$ cat config.mk
export PLATFORM = sky130hd
export DESIGN_NAME = seg7_scan_ctrl_flat
export DESIGN_NICKNAME = d
export VERILOG_FILES = /design/src/rtl/seg7_scan_ctrl_if.sv /design/src/rtl/seg7_scan_ctrl.sv /design/src/flat_wrapper.sv
export SDC_FILE = /design/constraint.sdc
export NUM_CORES = 1
export LEC_CHECK = 0
export CORE_ASPECT_RATIO = 0.9
export CORE_UTILIZATION = 38
export CTS_CLUSTER_SIZE = 30
export DETAILED_ROUTE_END_ITERATION = 8
export PLACE_DENSITY = 0.71
export SLEW_MARGIN = 20
export SYNTH_ARGS = -nofsm -noshare
export SYNTH_HDL_FRONTEND = slang
export SYNTH_SLANG_ARGS = --single-unit
$ cat constraint.sdc
create_clock -name clk -period 6.35 [get_ports clk]
set_clock_uncertainty 0.2 [all_clocks]
set_input_delay 1.27 -clock clk [delete_from_list [all_inputs] [get_ports clk]]
set_output_delay 1.27 -clock clk [all_outputs]
set_load 0.01 [all_outputs]
$ cat src/rtl/seg7_scan_ctrl_if.sv
// ---------------------------------------------------------------------------
// seg7_scan_ctrl_if
//
// CPU-side register bus of the seven-segment scan controller.
//   addr : register select (0 DATA, 1 DP, 2 CTRL, 3 STATUS)
//   we   : write strobe, sampled on the rising clock edge
//   din  : write data
//   dout : read data, combinational from addr
// The master modport is the CPU (or a testbench) and the slave modport is the
// controller.
// ---------------------------------------------------------------------------
interface seg7_scan_ctrl_if;
  logic [1:0]  addr;
  logic        we;
  logic [31:0] din;
  logic [31:0] dout;

  modport master (output addr, output we, output din, input dout);
  modport slave  (input addr, input we, input din, output dout);
endinterface

$ cat src/rtl/seg7_scan_ctrl.sv
// ---------------------------------------------------------------------------
// seg7_scan_ctrl
//
// Memory-mapped, time-multiplexed hex display controller. It holds a 32-bit
// value, a decimal-point mask and a control word, and scans DIGITS
// common-electrode digits. All digits share one segment bus, and each digit
// has its own select line.
//
// Ports
//   clk    : system clock
//   reset  : asynchronous, active-high reset
//   bus    : register bus (seg7_scan_ctrl_if.slave): addr, we, din, dout
//   seg    : seg[6:0] = g..a and seg[7] = dp, after SEG_ACTIVE_LOW polarity
//   sel    : one-hot digit select, after SEL_ACTIVE_LOW polarity
//
// Register map
//   0 DATA   : 32-bit value. Digit i shows DATA[4i+3:4i].
//   1 DP     : [7:0] per-digit decimal-point mask.
//   2 CTRL   : [0] EN, [1] LZB (leading-zero blanking), [15:8] digit enable,
//              [19:16] BRIGHT (only with SEG7_SCAN_DIM_EN).
//   3 STATUS : [2:0] current scan index. This register is read-only.
//
// Optional build macro
//   SEG7_SCAN_DIM_EN : adds a 4-bit BRIGHT field and a free-running PWM
//                      counter. The PWM gates the select lines to dim the
//                      display.
//
// Parameters
//   DIGITS 1..8, PRESCALE 2..2^20 (clk cycles per digit).
// ---------------------------------------------------------------------------
module seg7_scan_ctrl #(
  parameter int DIGITS         = 8,
  parameter int PRESCALE       = 50000,
  parameter bit SEG_ACTIVE_LOW = 1'b1,
  parameter bit SEL_ACTIVE_LOW = 1'b0
) (
  input  logic                  clk,
  input  logic                  reset,
  seg7_scan_ctrl_if.slave       bus,
  output logic [7:0]            seg,
  output logic [DIGITS-1:0]     sel
);

  localparam int                PW       = $clog2(PRESCALE);
  localparam logic [PW-1:0]     PRE_TC   = PW'(PRESCALE - 1);
  localparam logic [2:0]        IDX_LAST = 3'(DIGITS - 1);
  localparam logic [7:0]        SEG_OFF  = {8{SEG_ACTIVE_LOW}};
  localparam logic [DIGITS-1:0] SEL_OFF  = {DIGITS{SEL_ACTIVE_LOW}};

  // Active-high gfedcba font.
  function automatic logic [6:0] hex_font(input logic [3:0] nib);
    case (nib)
      4'h0: hex_font = 7'h3F;
      4'h1: hex_font = 7'h06;
      4'h2: hex_font = 7'h5B;
      4'h3: hex_font = 7'h4F;
      4'h4: hex_font = 7'h66;
      4'h5: hex_font = 7'h6D;
      4'h6: hex_font = 7'h7D;
      4'h7: hex_font = 7'h07;
      4'h8: hex_font = 7'h7F;
      4'h9: hex_font = 7'h6F;
      4'hA: hex_font = 7'h77;
      4'hB: hex_font = 7'h7C;
      4'hC: hex_font = 7'h39;
      4'hD: hex_font = 7'h5E;
      4'hE: hex_font = 7'h79;
      default: hex_font = 7'h71;
    endcase
  endfunction

  function automatic logic [7:0] seg_pol(input logic [7:0] lit);
    seg_pol = lit ^ {8{SEG_ACTIVE_LOW}};
  endfunction

  function automatic logic [DIGITS-1:0] sel_pol(input logic [DIGITS-1:0] onehot);
    sel_pol = onehot ^ {DIGITS{SEL_ACTIVE_LOW}};
  endfunction

  // Architectural registers
  logic [31:0]       data_q, data_d;
  logic [7:0]        dp_q, dp_d;
  logic              en_q, en_d;
  logic              lzb_q, lzb_d;
  logic [7:0]        dmask_q, dmask_d;
`ifdef SEG7_SCAN_DIM_EN
  logic [3:0]        bright_q, bright_d;
  logic [3:0]        pwm_q, pwm_d;
`endif

  // Scan state
  logic [PW-1:0]     pre_q, pre_d;
  logic [2:0]        idx_q, idx_d;
  logic              tick;

  // Registered display outputs
  logic [7:0]        seg_q, seg_d;
  logic [DIGITS-1:0] sel_q, sel_d;

  // Display decode
  logic [3:0]        nibble;
  logic              upper_zero;
  logic              blank;
  logic              lit_phase;

  // -------------------------------------------------------------------------
  // Register writes. These never touch the scan state, so a write cannot
  // restart or resynchronise the scan.
  // -------------------------------------------------------------------------
  always_comb begin
    data_d  = data_q;
    dp_d    = dp_q;
    en_d    = en_q;
    lzb_d   = lzb_q;
    dmask_d = dmask_q;
`ifdef SEG7_SCAN_DIM_EN
    bright_d = bright_q;
`endif
    if (bus.we) begin
      case (bus.addr)
        2'd0: data_d = bus.din;
        2'd1: dp_d   = bus.din[7:0];
        2'd2: begin
          en_d    = bus.din[0];
          lzb_d   = bus.din[1];
          dmask_d = bus.din[15:8];
`ifdef SEG7_SCAN_DIM_EN
          bright_d = bus.din[19:16];
`endif
        end
        default: ;  // STATUS is read-only
      endcase
    end
  end

  // -------------------------------------------------------------------------
  // Prescaler and scan index. Both hold their values while EN is low, so
  // scanning resumes from the same point when EN is set again.
  // -------------------------------------------------------------------------
  assign tick = en_q && (pre_q == PRE_TC);

  always_comb begin
    pre_d = pre_q;
    idx_d = idx_q;
    if (en_q) begin
      pre_d = tick ? '0 : pre_q + PW'(1);
      if (tick) begin
        idx_d = (idx_q == IDX_LAST) ? 3'd0 : idx_q + 3'd1;
      end
    end
  end

`ifdef SEG7_SCAN_DIM_EN
  always_comb begin
    pwm_d = en_q ? pwm_q + 4'd1 : pwm_q;
  end
`endif

  // -------------------------------------------------------------------------
  // Digit decode from the current index. The result is registered, so a tick
  // or a register write shows on the pins one cycle later.
  // -------------------------------------------------------------------------
  assign nibble = data_q[{idx_q, 2'b00} +: 4];

  // The check looks only at nibbles of digits that exist. Digits at or above
  // DIGITS never take part in blanking decisions.
  always_comb begin
    upper_zero = 1'b1;
    for (int j = 0; j < DIGITS; j++) begin
      if ((j >= int'(idx_q)) && (data_q[4*j +: 4] != 4'h0)) begin
        upper_zero = 1'b0;
      end
    end
  end

  // Digit 0 is exempt from LZB, so a value of zero still shows "0".
  assign blank = !en_q || !dmask_q[idx_q] ||
                 (lzb_q && (idx_q != 3'd0) && upper_zero);

`ifdef SEG7_SCAN_DIM_EN
  assign lit_phase = (pwm_q <= bright_q);
`else
  assign lit_phase = 1'b1;
`endif

  always_comb begin
    seg_d = SEG_OFF;
    sel_d = SEL_OFF;
    if (!blank) begin
      seg_d = seg_pol({dp_q[idx_q], hex_font(nibble)});
      if (lit_phase) begin
        sel_d = sel_pol(DIGITS'(1) << idx_q);
      end
    end
  end

  // -------------------------------------------------------------------------
  // State registers. Reset is asynchronous, so the pins go dark as soon as
  // reset is asserted.
  // -------------------------------------------------------------------------
  always_ff @(posedge clk or posedge reset) begin
    if (reset) begin
      data_q  <= '0;
      dp_q    <= '0;
      en_q    <= 1'b1;
      lzb_q   <= 1'b0;
      dmask_q <= 8'hFF;
`ifdef SEG7_SCAN_DIM_EN
      bright_q <= 4'hF;
      pwm_q    <= '0;
`endif
      pre_q   <= '0;
      idx_q   <= '0;
      seg_q   <= SEG_OFF;
      sel_q   <= SEL_OFF;
    end else begin
      data_q  <= data_d;
      dp_q    <= dp_d;
      en_q    <= en_d;
      lzb_q   <= lzb_d;
      dmask_q <= dmask_d;
`ifdef SEG7_SCAN_DIM_EN
      bright_q <= bright_d;
      pwm_q    <= pwm_d;
`endif
      pre_q   <= pre_d;
      idx_q   <= idx_d;
      seg_q   <= seg_d;
      sel_q   <= sel_d;
    end
  end

  assign seg = seg_q;
  assign sel = sel_q;

  // -------------------------------------------------------------------------
  // Read mux
  // -------------------------------------------------------------------------
  always_comb begin
    bus.dout = '0;
    case (bus.addr)
      2'd0: bus.dout = data_q;
      2'd1: bus.dout = {24'h0, dp_q};
      2'd2: begin
`ifdef SEG7_SCAN_DIM_EN
        bus.dout = {12'h0, bright_q, dmask_q, 6'h0, lzb_q, en_q};
`else
        bus.dout = {12'h0, 4'h0, dmask_q, 6'h0, lzb_q, en_q};
`endif
      end
      default: bus.dout = {29'h0, idx_q};
    endcase
  end

endmodule

$ cat src/flat_wrapper.sv
// flat-port wrapper written by rule: the top's interface ports become plain ports
module seg7_scan_ctrl_flat 
#(
  parameter int DIGITS         = 8,
  parameter int PRESCALE       = 50000,
  parameter bit SEG_ACTIVE_LOW = 1'b1,
  parameter bit SEL_ACTIVE_LOW = 1'b0
)
  (clk, reset, seg, sel, bus_addr, bus_we, bus_din, bus_dout);
  seg7_scan_ctrl_if bus_i ();
  input  logic clk;
  input  logic reset;
  output logic [7:0] seg;
  output logic [DIGITS-1:0] sel;
  input wire logic [$bits(bus_i.addr)-1:0] bus_addr;
  input wire logic [$bits(bus_i.we)-1:0] bus_we;
  input wire logic [$bits(bus_i.din)-1:0] bus_din;
  output wire logic [$bits(bus_i.dout)-1:0] bus_dout;
  assign bus_i.addr = bus_addr;
  assign bus_i.we = bus_we;
  assign bus_i.din = bus_din;
  assign bus_dout = bus_i.dout;
  seg7_scan_ctrl #(.DIGITS(DIGITS), .PRESCALE(PRESCALE), .SEG_ACTIVE_LOW(SEG_ACTIVE_LOW), .SEL_ACTIVE_LOW(SEL_ACTIVE_LOW)) u_core (.clk(clk), .reset(reset), .bus(bus_i), .seg(seg), .sel(sel));
endmodule
# Word level (Yosys, flattened, before mapping)
# Memory sizes are Yosys's and may differ from the RTL's.
# Cells that the tools add are included.
[op_classes] add_sub_neg=2 n_mul=0 div=0 order_cmp=8 eq_ne=4 shifts=2 n_mux=18 bitwise=1 n_reduce_logical=28
[ops] op="case mux 32 bit (3 select lines)" n=1
[ops] op="nonzero test 4 bit" n=8
[ops] op="variable part select 32 x 6 -> 4 bit" n=1
[ops] op="adder 16 x 1 -> 16 bit (second input constant)" n=1
[ops] op="== test 16 bit (second input constant)" n=1
[ops] op="2-to-1 mux 16 bit" n=1
[ops] op="2-to-1 mux 8 bit" n=2
[ops] op="logical AND 1 bit" n=10
[ops] op="2-to-1 mux 1 bit" n=10
[ops] op="greater-or-equal comparator 3 bit (first input constant)" n=3
[ops] op="NOT 8 bit" n=1
[ops] op="AND reduction 2 bit" n=4
[ops] op="left shift 1 x 3 -> 8 bit (first input constant)" n=1
[ops] op="2-to-1 mux 7 bit" n=1
[ops] op="binary-select mux 1 bit (select 3 bit)" n=2
[ops] op="greater-or-equal comparator 1 x 3 -> 1 bit (first input constant)" n=2
[ops] op="greater-or-equal comparator 2 x 3 -> 1 bit (first input constant)" n=2
[ops] op="less-than comparator 3 x 4 -> 1 bit (second input constant)" n=1
[ops] op="adder 3 x 1 -> 3 bit (second input constant)" n=1
[ops] op="== test 3 bit (second input constant)" n=1
[ops] op="2-to-1 mux 3 bit" n=1
[ops] op="nonzero test 3 bit" n=1
[ops] op="== test 2 x 1 -> 1 bit (second input constant)" n=1
[ops] op="== test 2 bit (second input constant)" n=1
[ops] op="other kinds (3)" n=5
[word_totals] ff_bits=85 latchBits=0 mem_bits_rw=0 mem_bits_ro=112 in_bits=37 output_inout_bits=48 word_cells=73 memories=1
[mem_list] memory="(name not given)" depth=16 word_bits=7 read_ports=1 rd_clocked_by_memory_dff=0 write_ports=0 line_no="seg7_scan_ctrl.sv:52" text="case (nib)"

# Depth between registers and ports, before layout
[depth] word_depth=15 mapped_depth=10 mapped_depth_nobuf=8

# Worst setup path before layout
# No wires, ideal clock.
[synth_path] path_kind="in2out" startpoint="input port bus_addr[0]" endpoint="output port bus_dout[17]" arrival_ps=2136 t_required_ps=4880 slack_ps=2744 path_stages=4 path_buffers=2 path_cell_list="buf_2 nor2_1 clkbuf_1 and2_1"
[synth_via] elab_chain_len=2 elab_cells_between_ends=4 classes_between="eq/ne (2); mux (1); reduce/logical (1)"
[synth_rtl] item="start, declared" line_no="flat_wrapper.sv:15" text="input wire logic [$bits(bus_i.addr)-1:0] bus_addr;"
[synth_rtl] item="== test 2 bit, or another cell as far along" line_no="seg7_scan_ctrl.sv:241" text="case (bus.addr)"
[synth_rtl] item="case mux 32 bit (3 select lines) *" line_no="seg7_scan_ctrl.sv:241"
[synth_rtl] item="end, declared" line_no="flat_wrapper.sv:18" text="output wire logic [$bits(bus_i.dout)-1:0] bus_dout;"
# Every way passes the cells marked *; elsewhere a longest branch is shown, timed or not.

# Worst setup path after layout
[layout_path] startpoint="input port bus_addr[0]" endpoint="output port bus_dout[2]"
# Same word-level chain as after synthesis.

==> flow_summary_export.csv <==
group,metric,value,unit
synth,synthTopCellsByCount,"dfrtp_1, mux2_2, nor2_1",
synth,synth_cells,359,
synth,synth_cell_type_count,51,
floorplan,start_util,0.390,
routing,post-route-drc-count,0,
hold_path,hp-class,"register to register",
clock_network,htreeDepth,3,
routing,first_pass_iters,4,
power_and_ir_drop,intPower,0.00116,W
power_and_ir_drop,power.leakage,2.40,nW
sta,tightest_slew,0.957,ns
critical_path,regToRegSetupSlack,3.49,ns
placement,io_buffers,84,
floorplan,row_count,37,
layout,num_antenna_cells,0,
synth,synthArstFlopShare,1.00,
layout,layout.nets,488,
clock_network,path_clk_slew,0.07,ns
floorplan,die_h,105,µm
critical_path,reg2reg_depth,7,
critical_path,startpoint,"bus_addr[0]",
global_routing,grt_max_degree,86,
synth,ys_seq_elements,85,
placement,dpl.hpwl,7260,µm
layout,n_fill_cell,1006,
sta,slew_headroom,0.360,
clock_network,cts_buffers,9,
routing,vias,3118,
critical_path,critPathMaxFanout,19,
routing,avgRoutedWirePerCell,16.9,µm
layout,drive_gt1_frac,0.225,
sta,rsz0062_at_grt,"no",
run,cap_violations,0,
synth,synth_ff_type,"dfrtp_1",
clock_network,ctsHoldBuffers,0,
routing,via_per_inst,5.20,
sta,finalCriticalPeriod,4.96,ns
routing,ant_nets,0,
critical_path,crit_path_start_kind,"primary input",
clock_network,postCtsSetupBuffers,0,
power_and_ir_drop,p_switching,0.000456,W
critical_path,r2r_start,"u_core.idx_q[1]$_DFFE_PP0P_",
sta,max_clock_freq,202,MHz
global_routing,grt_pass1_wl,16900,µm
clock_network,clk_latency,0.33,ns
synth,synth_nets,408,
power_and_ir_drop,clockPowerShare,0.326,
sta,slew_violations,0,
clock_network,cts.path.max_buffers,2,
synth,netlist_area,0.00446,mm²
global_routing,grt_pass1_vias,3228,
clock_network,cts_root_buf,"clkbuf_16",
sta,hold_viol,0,
routing,totalWireLength,10200,µm
power_and_ir_drop,combPwrFrac,0.219,
synth,synth_area_leaders,"dfrtp_1, mux2_2, dfstp_2",
layout,fin_util,0.500,
sta,setup_viol,0,
floorplan,die_w,116,µm
power_and_ir_drop,power_frac_seq,0.455,
synth,synth.most_common_cell,"dfrtp_1",
critical_path,crit_type,"primary input to output pin",
synth,syn_avg_cell_area,12.4,µm²
synth,yosysWarnings,0,
sta,setup_tns,0,ns
critical_path,reg2reg_to,"u_core.seg[3]$_DFF_PP1_",
clock_network,clock_sinks,85,
placement,gp_congestion,0.829,
power_and_ir_drop,max-vdd-ir-drop,0.000169,V
global_routing,antenna_found_initial,0,
global_routing,grt_util_all_layers,0.181,
run_status,status,"complete, no violations",
critical_path,cp.required,4.88,ns
critical_path,cp.arrival,3.49,ns
floorplan,die_area,0.0122,mm²
synth,synth_edf_count,0,
sta,min_period_over_period,0.781,
critical_path,crit_end,"bus_dout[2]",
synth,ys_seq_area_frac,0.481,
clock_network,cts_tree,"yes",
synth,synth_top_area_frac,0.381,
power_and_ir_drop,power.density,282,mW/mm²
critical_path,worstSetupEndpointType,"output pin",
power_and_ir_drop,switching_share,0.282,
floorplan,pin_count,85,
layout,syn_to_final_growth,28.1,%
synth,synth_top_area_cell,"dfrtp_1",
floorplan,core,0.0114,mm²
global_routing,grt.overflow.total,0,
routing,drt-initial-drc-count,112,
clock_network,ctsResizeCount,0,
[area by class of cell]
cell class / count / area [µm²] / share of cell area
inverters: 10 / 38.8 / 0.00678
clock inverters: 7 / 73.8 / 0.0129
clock buffers: 9 / 225 / 0.0394
repair buffers: 89 / 882 / 0.154
flip-flops and latches: 85 / 2150 / 0.376
multi-input cells: 244 / 2150 / 0.377
well taps: 156 / 195 / 0.0341
[worst min-delay path by stage]
| stage | slack, ns | start | endpoint | cells past startpoint |
|---|---|---|---|---|
| finish | 0.30 | u_core.pre_q[2]$_DFFE_PP0P_ | u_core.pre_q[2]$_DFFE_PP0P_ | 1 |
| global route | 0.32 | u_core.pre_q[2]$_DFFE_PP0P_ | u_core.pre_q[2]$_DFFE_PP0P_ | 1 |
| CTS | 0.30 | u_core.pre_q[2]$_DFFE_PP0P_ | u_core.pre_q[2]$_DFFE_PP0P_ | 1 |
| detailed placement | 0.28 | u_core.pre_q[2]$_DFFE_PP0P_ | u_core.pre_q[2]$_DFFE_PP0P_ | 1 |
| global placement | 0.27 | u_core.pre_q[2]$_DFFE_PP0P_ | u_core.pre_q[2]$_DFFE_PP0P_ | 1 |
| floorplan | 0.25 | u_core.pre_q[2]$_DFFE_PP0P_ | u_core.pre_q[2]$_DFFE_PP0P_ | 1 |
[registers in the layout (all words and copies together), names as in the netlist]
signal and flops:
u_core.data_q 32, u_core.dmask_q 8, u_core.dp_q 8, u_core.en_q 1, u_core.idx_q 3, u_core.lzb_q 1
u_core.pre_q 16, u_core.seg 8, u_core.sel 8
[cells by family after synthesis]
kind of cell | after synthesis | synth area share
multiplexers | 87 | 0.255
adder cells (fa/ha/maj) | 12 | 0.0336
flip-flops | 85 | 0.481
AO/OA/AOI/OAI | 26 | 0.0393
XOR/XNOR | 13 | 0.0255
AND/OR/NAND/NOR | 106 | 0.129
buffers and inverters | 30 | 0.0362
[routing by layer]
metal,up-vias,share of wire,global-route usage
met3,17,0.056,0.0452
met5,-,0,0
met2,87,0.48,0.285
met1,1558,0.45,0.241
li1,1456,-,-
met4,0,0.017,0.0632
[critical path, stage by stage]
cell             delay [ns]
clkdlybuf4s50_1        0.41
buf_4                  0.22
nor2_1                 0.76
a22o_1                 0.29
clkdlybuf4s50_1        0.54
[cell usage in the layout (no fill, tap or decap), types with 2 or more instances in the layout]
cell type        count
nand2_1             13
mux2_2              41
ha_1                12
inv_6                2
buf_4                4
mux2i_1             17
mux2_1              13
nand4_1              2
clkdlybuf4s50_1     84
clkinv_2             3
o21ai_1              4
mux4_2              14
nor4_1               7
nor2_1              27
nor3b_1              2
nand3b_1             3
nor3_1               4
and3_1               8
xnor2_1              4
and2_1              20
and4_1               2
dfrtp_1             68
o221ai_1             2
o211ai_1             3
nand3_1              8
mux2i_4              2
a21oi_1              8
clkbuf_16            9
xor2_1               9
dfstp_2             17
inv_1                8
[metrics by stage]
step	hold WS [ns]	cells	worst slack [ns]	total power, W	instance area [µm²]
CTS	0.297	600	1.36	0.00163	5710
global route	0.324	600	1.22	0.00170	5720
floorplan	0.252	359	2.71	0.000943	4460
global placement	0.269	584	1.46	0.00108	5410
detailed placement	0.284	584	1.38	0.00110	5410
finish	0.299	600	1.39	0.00161	5720
[power groups by stage]
| stage | Combinational (W) | Sequential, W | Clock (W) |
|---|---|---|---|
| 5_1_grt | 0.000388 | 0.000748 | 0.000563 |
| 4_1_cts | 0.000357 | 0.000734 | 0.000540 |
| 3_5_place_dp | 0.000354 | 0.000744 | 0 |
| 6_report | 0.000353 | 0.000735 | 0.000526 |
| 3_3_place_gp | 0.000345 | 0.000738 | 0 |
| 2_1_floorplan | 0.000232 | 0.000711 | 0 |
(Power assumes the default switching activity.)
